**config.mk**
```make
export PLATFORM = sky130hd
export DESIGN_NAME = bmd_256_latency_calc
export DESIGN_NICKNAME = d
export VERILOG_FILES = /design/src/rtl/bmd_256_latency_calc_pkg.sv /design/src/rtl/bmd_256_latency_stats.sv /design/src/rtl/bmd_256_latency_calc.sv
export SDC_FILE = /design/constraint.sdc
export NUM_CORES = 1
export LEC_CHECK = 0
export CORE_ASPECT_RATIO = 1.1
export CORE_UTILIZATION = 50
export DETAILED_ROUTE_END_ITERATION = 12
export HOLD_SLACK_MARGIN = 0.05
export MAX_ROUTING_LAYER = met4
export PLACE_DENSITY = 0.84
export SYNTH_ARGS = -nofsm -noshare
export SYNTH_HDL_FRONTEND = slang
export SYNTH_SLANG_ARGS = --single-unit
```
**constraint.sdc**
```tcl
create_clock -name clk -period 5.3 [get_ports clk]
set_input_delay 1.59 -clock clk [delete_from_list [all_inputs] [get_ports clk]]
set_output_delay 1.59 -clock clk [all_outputs]
set_load 0.01 [all_outputs]
```
**src/rtl/bmd_256_latency_calc_pkg.sv**
```systemverilog
// Shared definitions for the echo-latency path: counter/address widths and the
// statistics state encoding, common to the TX timestamp writer and the RX calculator.
package bmd_256_latency_calc_pkg;

  localparam int LAT_CNT_WIDTH   = 38;
  localparam int LAT_ADDR_WIDTH  = 13;
  localparam int LAT_COUNT_WIDTH = 16;

  typedef enum logic [1:0] {
    ST_IDLE = 2'd0,
    ST_RUN  = 2'd1,
    ST_DONE = 2'd2
  } lat_state_e;

endpackage

```
**src/rtl/bmd_256_latency_stats.sv**
```systemverilog
// Latency statistics accumulator: last/min/max/sum/count with synchronous clear.
// Samples arriving once count has reached SAMPLE_LIMIT are dropped so count never exceeds it.
module bmd_256_latency_stats
  import bmd_256_latency_calc_pkg::*;
#(
  parameter int CNT_WIDTH   = LAT_CNT_WIDTH,
  parameter int COUNT_WIDTH = LAT_COUNT_WIDTH,
  parameter logic [COUNT_WIDTH-1:0] SAMPLE_LIMIT = 16'd8192
) (
  input  logic                         clk,
  input  logic                         rst_n,
  input  logic                         clr,
  input  logic                         sample_valid,
  input  logic [CNT_WIDTH-1:0]         sample,
  output logic                         lat_valid,
  output logic [CNT_WIDTH-1:0]         lat_last,
  output logic [CNT_WIDTH-1:0]         lat_min,
  output logic [CNT_WIDTH-1:0]         lat_max,
  output logic [CNT_WIDTH+COUNT_WIDTH-1:0] lat_sum,
  output logic [COUNT_WIDTH-1:0]       lat_count
);

  localparam int SUM_WIDTH = CNT_WIDTH + COUNT_WIDTH;

  logic                   lat_valid_reg;
  logic [CNT_WIDTH-1:0]   lat_last_reg;
  logic [CNT_WIDTH-1:0]   lat_min_reg;
  logic [CNT_WIDTH-1:0]   lat_max_reg;
  logic [SUM_WIDTH-1:0]   lat_sum_reg;
  logic [COUNT_WIDTH-1:0] lat_count_reg;
  logic                   take;

  assign take = sample_valid && (lat_count_reg < SAMPLE_LIMIT);

  always_ff @(posedge clk or negedge rst_n) begin
    if (!rst_n) begin
      lat_valid_reg <= 1'b0;
      lat_last_reg  <= '0;
      lat_min_reg   <= '1;
      lat_max_reg   <= '0;
      lat_sum_reg   <= '0;
      lat_count_reg <= '0;
    end else if (clr) begin
      lat_valid_reg <= 1'b0;
      lat_last_reg  <= '0;
      lat_min_reg   <= '1;
      lat_max_reg   <= '0;
      lat_sum_reg   <= '0;
      lat_count_reg <= '0;
    end else begin
      lat_valid_reg <= take;
      if (take) begin
        lat_last_reg  <= sample;
        if (sample < lat_min_reg) lat_min_reg <= sample;
        if (sample > lat_max_reg) lat_max_reg <= sample;
        lat_sum_reg   <= lat_sum_reg + {{COUNT_WIDTH{1'b0}}, sample};
        lat_count_reg <= lat_count_reg + COUNT_WIDTH'(1);
      end
    end
  end

  assign lat_valid = lat_valid_reg;
  assign lat_last  = lat_last_reg;
  assign lat_min   = lat_min_reg;
  assign lat_max   = lat_max_reg;
  assign lat_sum   = lat_sum_reg;
  assign lat_count = lat_count_reg;

endmodule

```
**src/rtl/bmd_256_latency_calc.sv**
```systemverilog
// Echo-latency calculator: pops the oldest start timestamp from BRAM on each echo,
// subtracts it from the free-running counter and feeds the statistics accumulator.
module bmd_256_latency_calc
  import bmd_256_latency_calc_pkg::*;
#(
  parameter int CNT_WIDTH   = LAT_CNT_WIDTH,
  parameter int ADDR_WIDTH  = LAT_ADDR_WIDTH,
  parameter int COUNT_WIDTH = LAT_COUNT_WIDTH,
  parameter logic [COUNT_WIDTH-1:0] SAMPLE_LIMIT = 16'd8192
) (
  input  logic                             clk,
  input  logic                             rst_n,
  input  logic                             latency_reset_signal,
  input  logic [CNT_WIDTH-1:0]             latency_counter,
  input  logic                             ts_wr_strobe,
  input  logic                             rx_echo_valid,
  output logic                             bram_reb,
  output logic [ADDR_WIDTH-1:0]            bram_rd_addr,
  input  logic [CNT_WIDTH-1:0]             bram_rd_data,
  output logic                             lat_valid,
  output logic [CNT_WIDTH-1:0]             lat_last,
  output logic [CNT_WIDTH-1:0]             lat_min,
  output logic [CNT_WIDTH-1:0]             lat_max,
  output logic [CNT_WIDTH+COUNT_WIDTH-1:0] lat_sum,
  output logic [COUNT_WIDTH-1:0]           lat_count,
  output logic                             stats_done,
  output logic                             err_underflow,
  output logic                             err_overflow
);

  localparam logic [ADDR_WIDTH:0] OUTSTANDING_MAX = {1'b1, {ADDR_WIDTH{1'b0}}};

  lat_state_e            state_reg;
  logic                  stats_done_reg;
  logic [ADDR_WIDTH-1:0] rd_ptr_reg;
  logic [ADDR_WIDTH:0]   outstanding_reg;
  logic                  err_underflow_reg;
  logic                  err_overflow_reg;
  logic [1:0]            pipe_valid_reg;
  logic [CNT_WIDTH-1:0]  pipe_cnt_reg [2];

  logic                  echo_live;
  logic                  accept;
  logic                  underflow;
  logic [CNT_WIDTH-1:0]  sample;

  // An echo counts only outside DONE and when no clear is in progress.
  assign echo_live = rx_echo_valid && (state_reg != ST_DONE) && !latency_reset_signal;
  assign accept    = echo_live && (outstanding_reg != '0);
  assign underflow = echo_live && (outstanding_reg == '0);

  assign bram_reb     = accept;
  assign bram_rd_addr = rd_ptr_reg;

  always_ff @(posedge clk or negedge rst_n) begin
    if (!rst_n) begin
      rd_ptr_reg        <= '0;
      outstanding_reg   <= '0;
      err_underflow_reg <= 1'b0;
      err_overflow_reg  <= 1'b0;
    end else if (latency_reset_signal) begin
      rd_ptr_reg        <= '0;
      outstanding_reg   <= '0;
      err_underflow_reg <= 1'b0;
      err_overflow_reg  <= 1'b0;
    end else begin
      if (accept) rd_ptr_reg <= rd_ptr_reg + ADDR_WIDTH'(1);
      if (ts_wr_strobe && !accept) begin
        if (outstanding_reg == OUTSTANDING_MAX) err_overflow_reg <= 1'b1;
        else outstanding_reg <= outstanding_reg + (ADDR_WIDTH+1)'(1);
      end else if (accept && !ts_wr_strobe) begin
        outstanding_reg <= outstanding_reg - (ADDR_WIDTH+1)'(1);
      end
      if (underflow) err_underflow_reg <= 1'b1;
    end
  end

  // Counter snapshot travels two stages to line up with the 2-cycle BRAM read.
  always_ff @(posedge clk or negedge rst_n) begin
    if (!rst_n) begin
      pipe_valid_reg  <= '0;
      pipe_cnt_reg[0] <= '0;
      pipe_cnt_reg[1] <= '0;
    end else if (latency_reset_signal) begin
      pipe_valid_reg  <= '0;
    end else begin
      pipe_valid_reg  <= {pipe_valid_reg[0], accept};
      pipe_cnt_reg[0] <= latency_counter;
      pipe_cnt_reg[1] <= pipe_cnt_reg[0];
    end
  end

  // Modular difference handles counter wrap between write and echo.
  assign sample = pipe_cnt_reg[1] - bram_rd_data;

  bmd_256_latency_stats #(
    .CNT_WIDTH    (CNT_WIDTH),
    .COUNT_WIDTH  (COUNT_WIDTH),
    .SAMPLE_LIMIT (SAMPLE_LIMIT)
  ) u_stats (
    .clk          (clk),
    .rst_n        (rst_n),
    .clr          (latency_reset_signal),
    .sample_valid (pipe_valid_reg[1]),
    .sample       (sample),
    .lat_valid    (lat_valid),
    .lat_last     (lat_last),
    .lat_min      (lat_min),
    .lat_max      (lat_max),
    .lat_sum      (lat_sum),
    .lat_count    (lat_count)
  );

  always_ff @(posedge clk or negedge rst_n) begin
    if (!rst_n) begin
      state_reg      <= ST_IDLE;
      stats_done_reg <= 1'b0;
    end else if (latency_reset_signal) begin
      state_reg      <= ST_IDLE;
      stats_done_reg <= 1'b0;
    end else begin
      case (state_reg)
        ST_IDLE, ST_RUN: begin
          if (lat_valid) begin
            if (lat_count >= SAMPLE_LIMIT) begin
              state_reg      <= ST_DONE;
              stats_done_reg <= 1'b1;
            end else begin
              state_reg      <= ST_RUN;
            end
          end
        end
        ST_DONE: state_reg <= ST_DONE;
        default: begin
          state_reg      <= ST_IDLE;
          stats_done_reg <= 1'b0;
        end
      endcase
    end
  end

  assign stats_done    = stats_done_reg;
  assign err_underflow = err_underflow_reg;
  assign err_overflow  = err_overflow_reg;

endmodule
```
==> metrics <==
CTS Hold Buffers Added 0; Final Max Tran Viols 0; CTS buffer count 35; Max stage delay cell, worst path nor4_4; FF-to-FF Start pipe_cnt_reg[0]; power density cells 379.3 nW/um2; worst slew pin tran 0.8877 ns; Reg2Reg Depth 22; reg2reg setup slack 0.36 ns; number of max-cap violations 0; CP Capture Type flip-flop; fin worst setup slack -0.2695 ns; Synth area leaders dfrtp_1, ha_1, mux2_2; Max Clk Rate 0.1796 GHz; failing checks negative setup slack; vias in the first global route 19,800; clk slew on worst S/H paths 0.06 ns; die area 39,290 um2; share of cells above drive strength 1 34.35%; DRC violations left 0; Die Ht 207.8 um; synthesized flop and latch total 295; initial drt markers 1,201; Static Leakage 13.24 nW; mux share of post-synthesis cell area 7.766%; Critical Path Sink u_stats.lat_max[8]; Min-Delay Path Class flip-flop to flip-flop; Total GRT Usage 34.65%; Synth Area in Compound Gates 18.02%; first-pass GRT wire length 104.9 mm; Distinct cells, synth 79; core area 38,010 um2; sequential share of the synthesized area 38.59%; initial core utilization 50.66%; IO Port Bufs 282; CP Launch Point bram_rd_data[19]; CTS tree done; final worst-path cycle share 105.1%; total wire length 68.26 mm; Startpoint Class input pin; largest family of logic cells by synthesized area compound AO/OA/AOI/OAI gates; CP Depth 23; Cell Rows 75; Area Growth Syn to Fin 51.72%; syn avg cell area 9.168 um2; clk_lat worst skew 0.55 ns; clk sink count 295; top_reg_cell synth dfrtp_1; post-synthesis cell count 2,100; Root Buffer clkbuf_16; fraction of synthesized cell area in xor and xnor cells 2.957%; Final #Nets 3,036; Final Hold Viols 0; vias post-DR 19,460; cell family with the largest share of critical-path delay simple AND/OR/NAND/NOR gates; Top cell by count, worst path buf_4; Synth top area share 33.40%; RSZ-0062 raised after global routing true; most area-hungry cell type in the Yosys netlist dfrtp_1; H-tree level count 2; Initial DRT Pass Iterations 5; maximum vdd drop 0.3156 mV; final non-filler cell total 3,309; worst hold margin 0.4706 ns; Via density 5.882; largest net degree at the start of global routing 165; Detailed Place HPWL 46.03 mm; antenna viol nets, final 0; Placer Congestion 0.9498; final setup vio count 91; Clock Tree Buf Depth 3; DIE WIDTH 189.1 um; antenna violations before repair 0; CP Buf/Inv Count 8; Post-Synth Adder-Cell Area 11.30%; outcome complete, but fails checks; CP Data Arrival Time 5.96 ns; Post-Place Cells 3,171; global-route congestion overflow total 0; relative slew slack 40.82%; number of diodes 0; Tmin final 5.569 ns; Req. time, crit path 5.69 ns; mapped cell area 19,250 um2; worst-path maximum fanout 8; IO Pins 283; RR Endpoint u_stats.lat_max[8]; Synth Warn # 0; cells along the critical path buf_6, inv_4, ha_4, nand4_1, nor4_4, o2111ai_4, buf_4, a311oi_2, nor3_1, xnor2_1, buf_4, buf_4, buf_4, ha_1, and4_4, nand4bb_4, o31ai_4, inv_2, a21oi_4, nand2_8, buf_12, mux2i_1, nor2_1; simple logic cell fraction of the synthesized area 16.62%; fraction of registers with async set or reset after synthesis 100.0%; number of flops mapped to enable cells by yosys 0; syn_nets 2,353; Fin Clk Skew 0.02529 ns; kind of critical path input pin to flip-flop; Fillers 2,432; Routed wire per std cell 20.63 um; max FFs per register 76; Worst path max stage delay 0.43 ns
## cell usage in the layout (no fill, tap or decap), types with 28 or more instances in the layout
| master | synthesis | layout |
|---|---|---|
| a21oi_2 | 1 | 37 |
| a21o_1 | 47 | 47 |
| xor2_1 | 30 | 28 |
| clkbuf_16 | 0 | 38 |
| ha_4 | 0 | 47 |
| mux2i_1 | 47 | 46 |
| buf_6 | 0 | 31 |
| nand4_1 | 39 | 39 |
| inv_1 | 153 | 124 |
| dfstp_2 | 38 | 38 |
| a21oi_1 | 184 | 133 |
| mux2_2 | 90 | 81 |
| nor2_1 | 156 | 147 |
| buf_4 | 1 | 410 |
| nor3_1 | 43 | 36 |
| nand2_1 | 205 | 188 |
| o21ai_0 | 80 | 53 |
| nand3_1 | 70 | 59 |
| ha_1 | 169 | 119 |
| dfrtp_1 | 257 | 257 |
| clkdlybuf4s50_1 | 0 | 255 |
## area by class of cell
type / instances / area, um2 / share of cell area [%]
Clock buffer: 49 / 1030 / 3.525
Clock inverter: 14 / 137.6 / 0.4712
Inverter: 155 / 601.8 / 2.060
Multi-Input combinational cell: 1566 / 12890 / 44.12
Sequential cell: 295 / 7430 / 25.44
Tap cell: 500 / 625.6 / 2.142
Timing Repair Buffer: 730 / 6497 / 22.24
## report_power, final
part | internal [mW] | total, mW | switching [mW]
Sequential | 2.53 | 2.79 | 0.256
Clock | 1.46 | 2.45 | 0.995
Combinational | 2.91 | 5.84 | 2.93
Total | 6.90 | 11.1 | 4.18
## layer usage
layer,routed length (um),track usage (%),up-vias
li1,-,-,8899
met1,26670,40.93,9520
met2,33700,56.59,795
met3,4602,6.475,248
met4,3283,16.96,0
met5,0,-,-
## worst min path at each step
stage	startpoint	to	slack, ns	cells past startpoint
floorplan	pipe_valid_reg[0]	pipe_valid_reg[1]	0.44	1
global placement	pipe_valid_reg[0]	pipe_valid_reg[1]	0.45	1
detailed placement	pipe_valid_reg[0]	pipe_valid_reg[1]	0.45	1
CTS	pipe_valid_reg[0]	pipe_valid_reg[1]	0.47	1
global route	state_reg[1]	state_reg[0]	0.49	1
finish	pipe_valid_reg[0]	pipe_valid_reg[1]	0.47	1
## Yosys cell counts (6+ instances only)
| library cell | instances |
|---|---|
| nand3b_1 | 8 |
| and3_1 | 19 |
| o21bai_1 | 13 |
| a21o_1 | 47 |
| a221oi_1 | 6 |
| a31oi_1 | 15 |
| buf_2 | 10 |
| nand4_1 | 39 |
| ha_1 | 169 |
| nor2_1 | 156 |
| mux2_2 | 90 |
| nand3_1 | 70 |
| o211ai_1 | 25 |
| mux2i_1 | 47 |
| o31a_1 | 7 |
| a21oi_1 | 184 |
| o21ai_0 | 80 |
| a21boi_0 | 7 |
| clkbuf_1 | 61 |
| buf_1 | 11 |
| nor3b_1 | 6 |
| nor2b_1 | 25 |
| or4_1 | 7 |
| or3_1 | 24 |
| and4_1 | 7 |
| dfrtp_1 | 257 |
| o21a_1 | 23 |
| xnor2_1 | 35 |
| xor2_1 | 30 |
| and2_1 | 17 |
| nor3_1 | 43 |
| inv_1 | 153 |
| nor4_1 | 10 |
| a211oi_1 | 27 |
| o31ai_1 | 14 |
| dfstp_2 | 38 |
| nand2b_1 | 16 |
| o311ai_0 | 6 |
| o211a_1 | 7 |
| nand2_1 | 205 |
## stage by stage
step | util (%) | TNS, ns | worst slack, ns | total power [mW] | cell area, um2
after global placement | 67.73 | -127.33 | -1.262 | 7.560 | 25740
after CTS | 74.89 | -4.445 | -0.1274 | 10.66 | 28460
after floorplan | - | -16.14 | -0.2908 | 5.441 | 19820
after global routing | 76.86 | -28.67 | -0.4195 | 11.68 | 29210
after detailed placement | 67.73 | -139.38 | -1.438 | 7.714 | 25740
final | 76.86 | -14.69 | -0.2695 | 11.08 | 29210
## cells by family (layout without fill, tap and decap cells)
family / count (synthesis) / in the layout
buf+inv: 239 / 948
xor+xnor: 65 / 65
compound gates: 525 / 525
simple gates: 666 / 666
fa+ha+maj: 172 / 172
flops: 295 / 295
mux: 138 / 138
## repair_timing
| item | CTS | global route |
|---|---|---|
| buffers inserted | 55 | 19 |
| gates cloned | 3 | 2 |
| pin swaps | 109 | 90 |
| setup endpoints to repair | 116 | 102 |
| gates resized for setup | 287 | 130 |
| endpoints found under the hold margin | 0 | 0 |
Note: power is estimated with default switching activity, not from simulation.
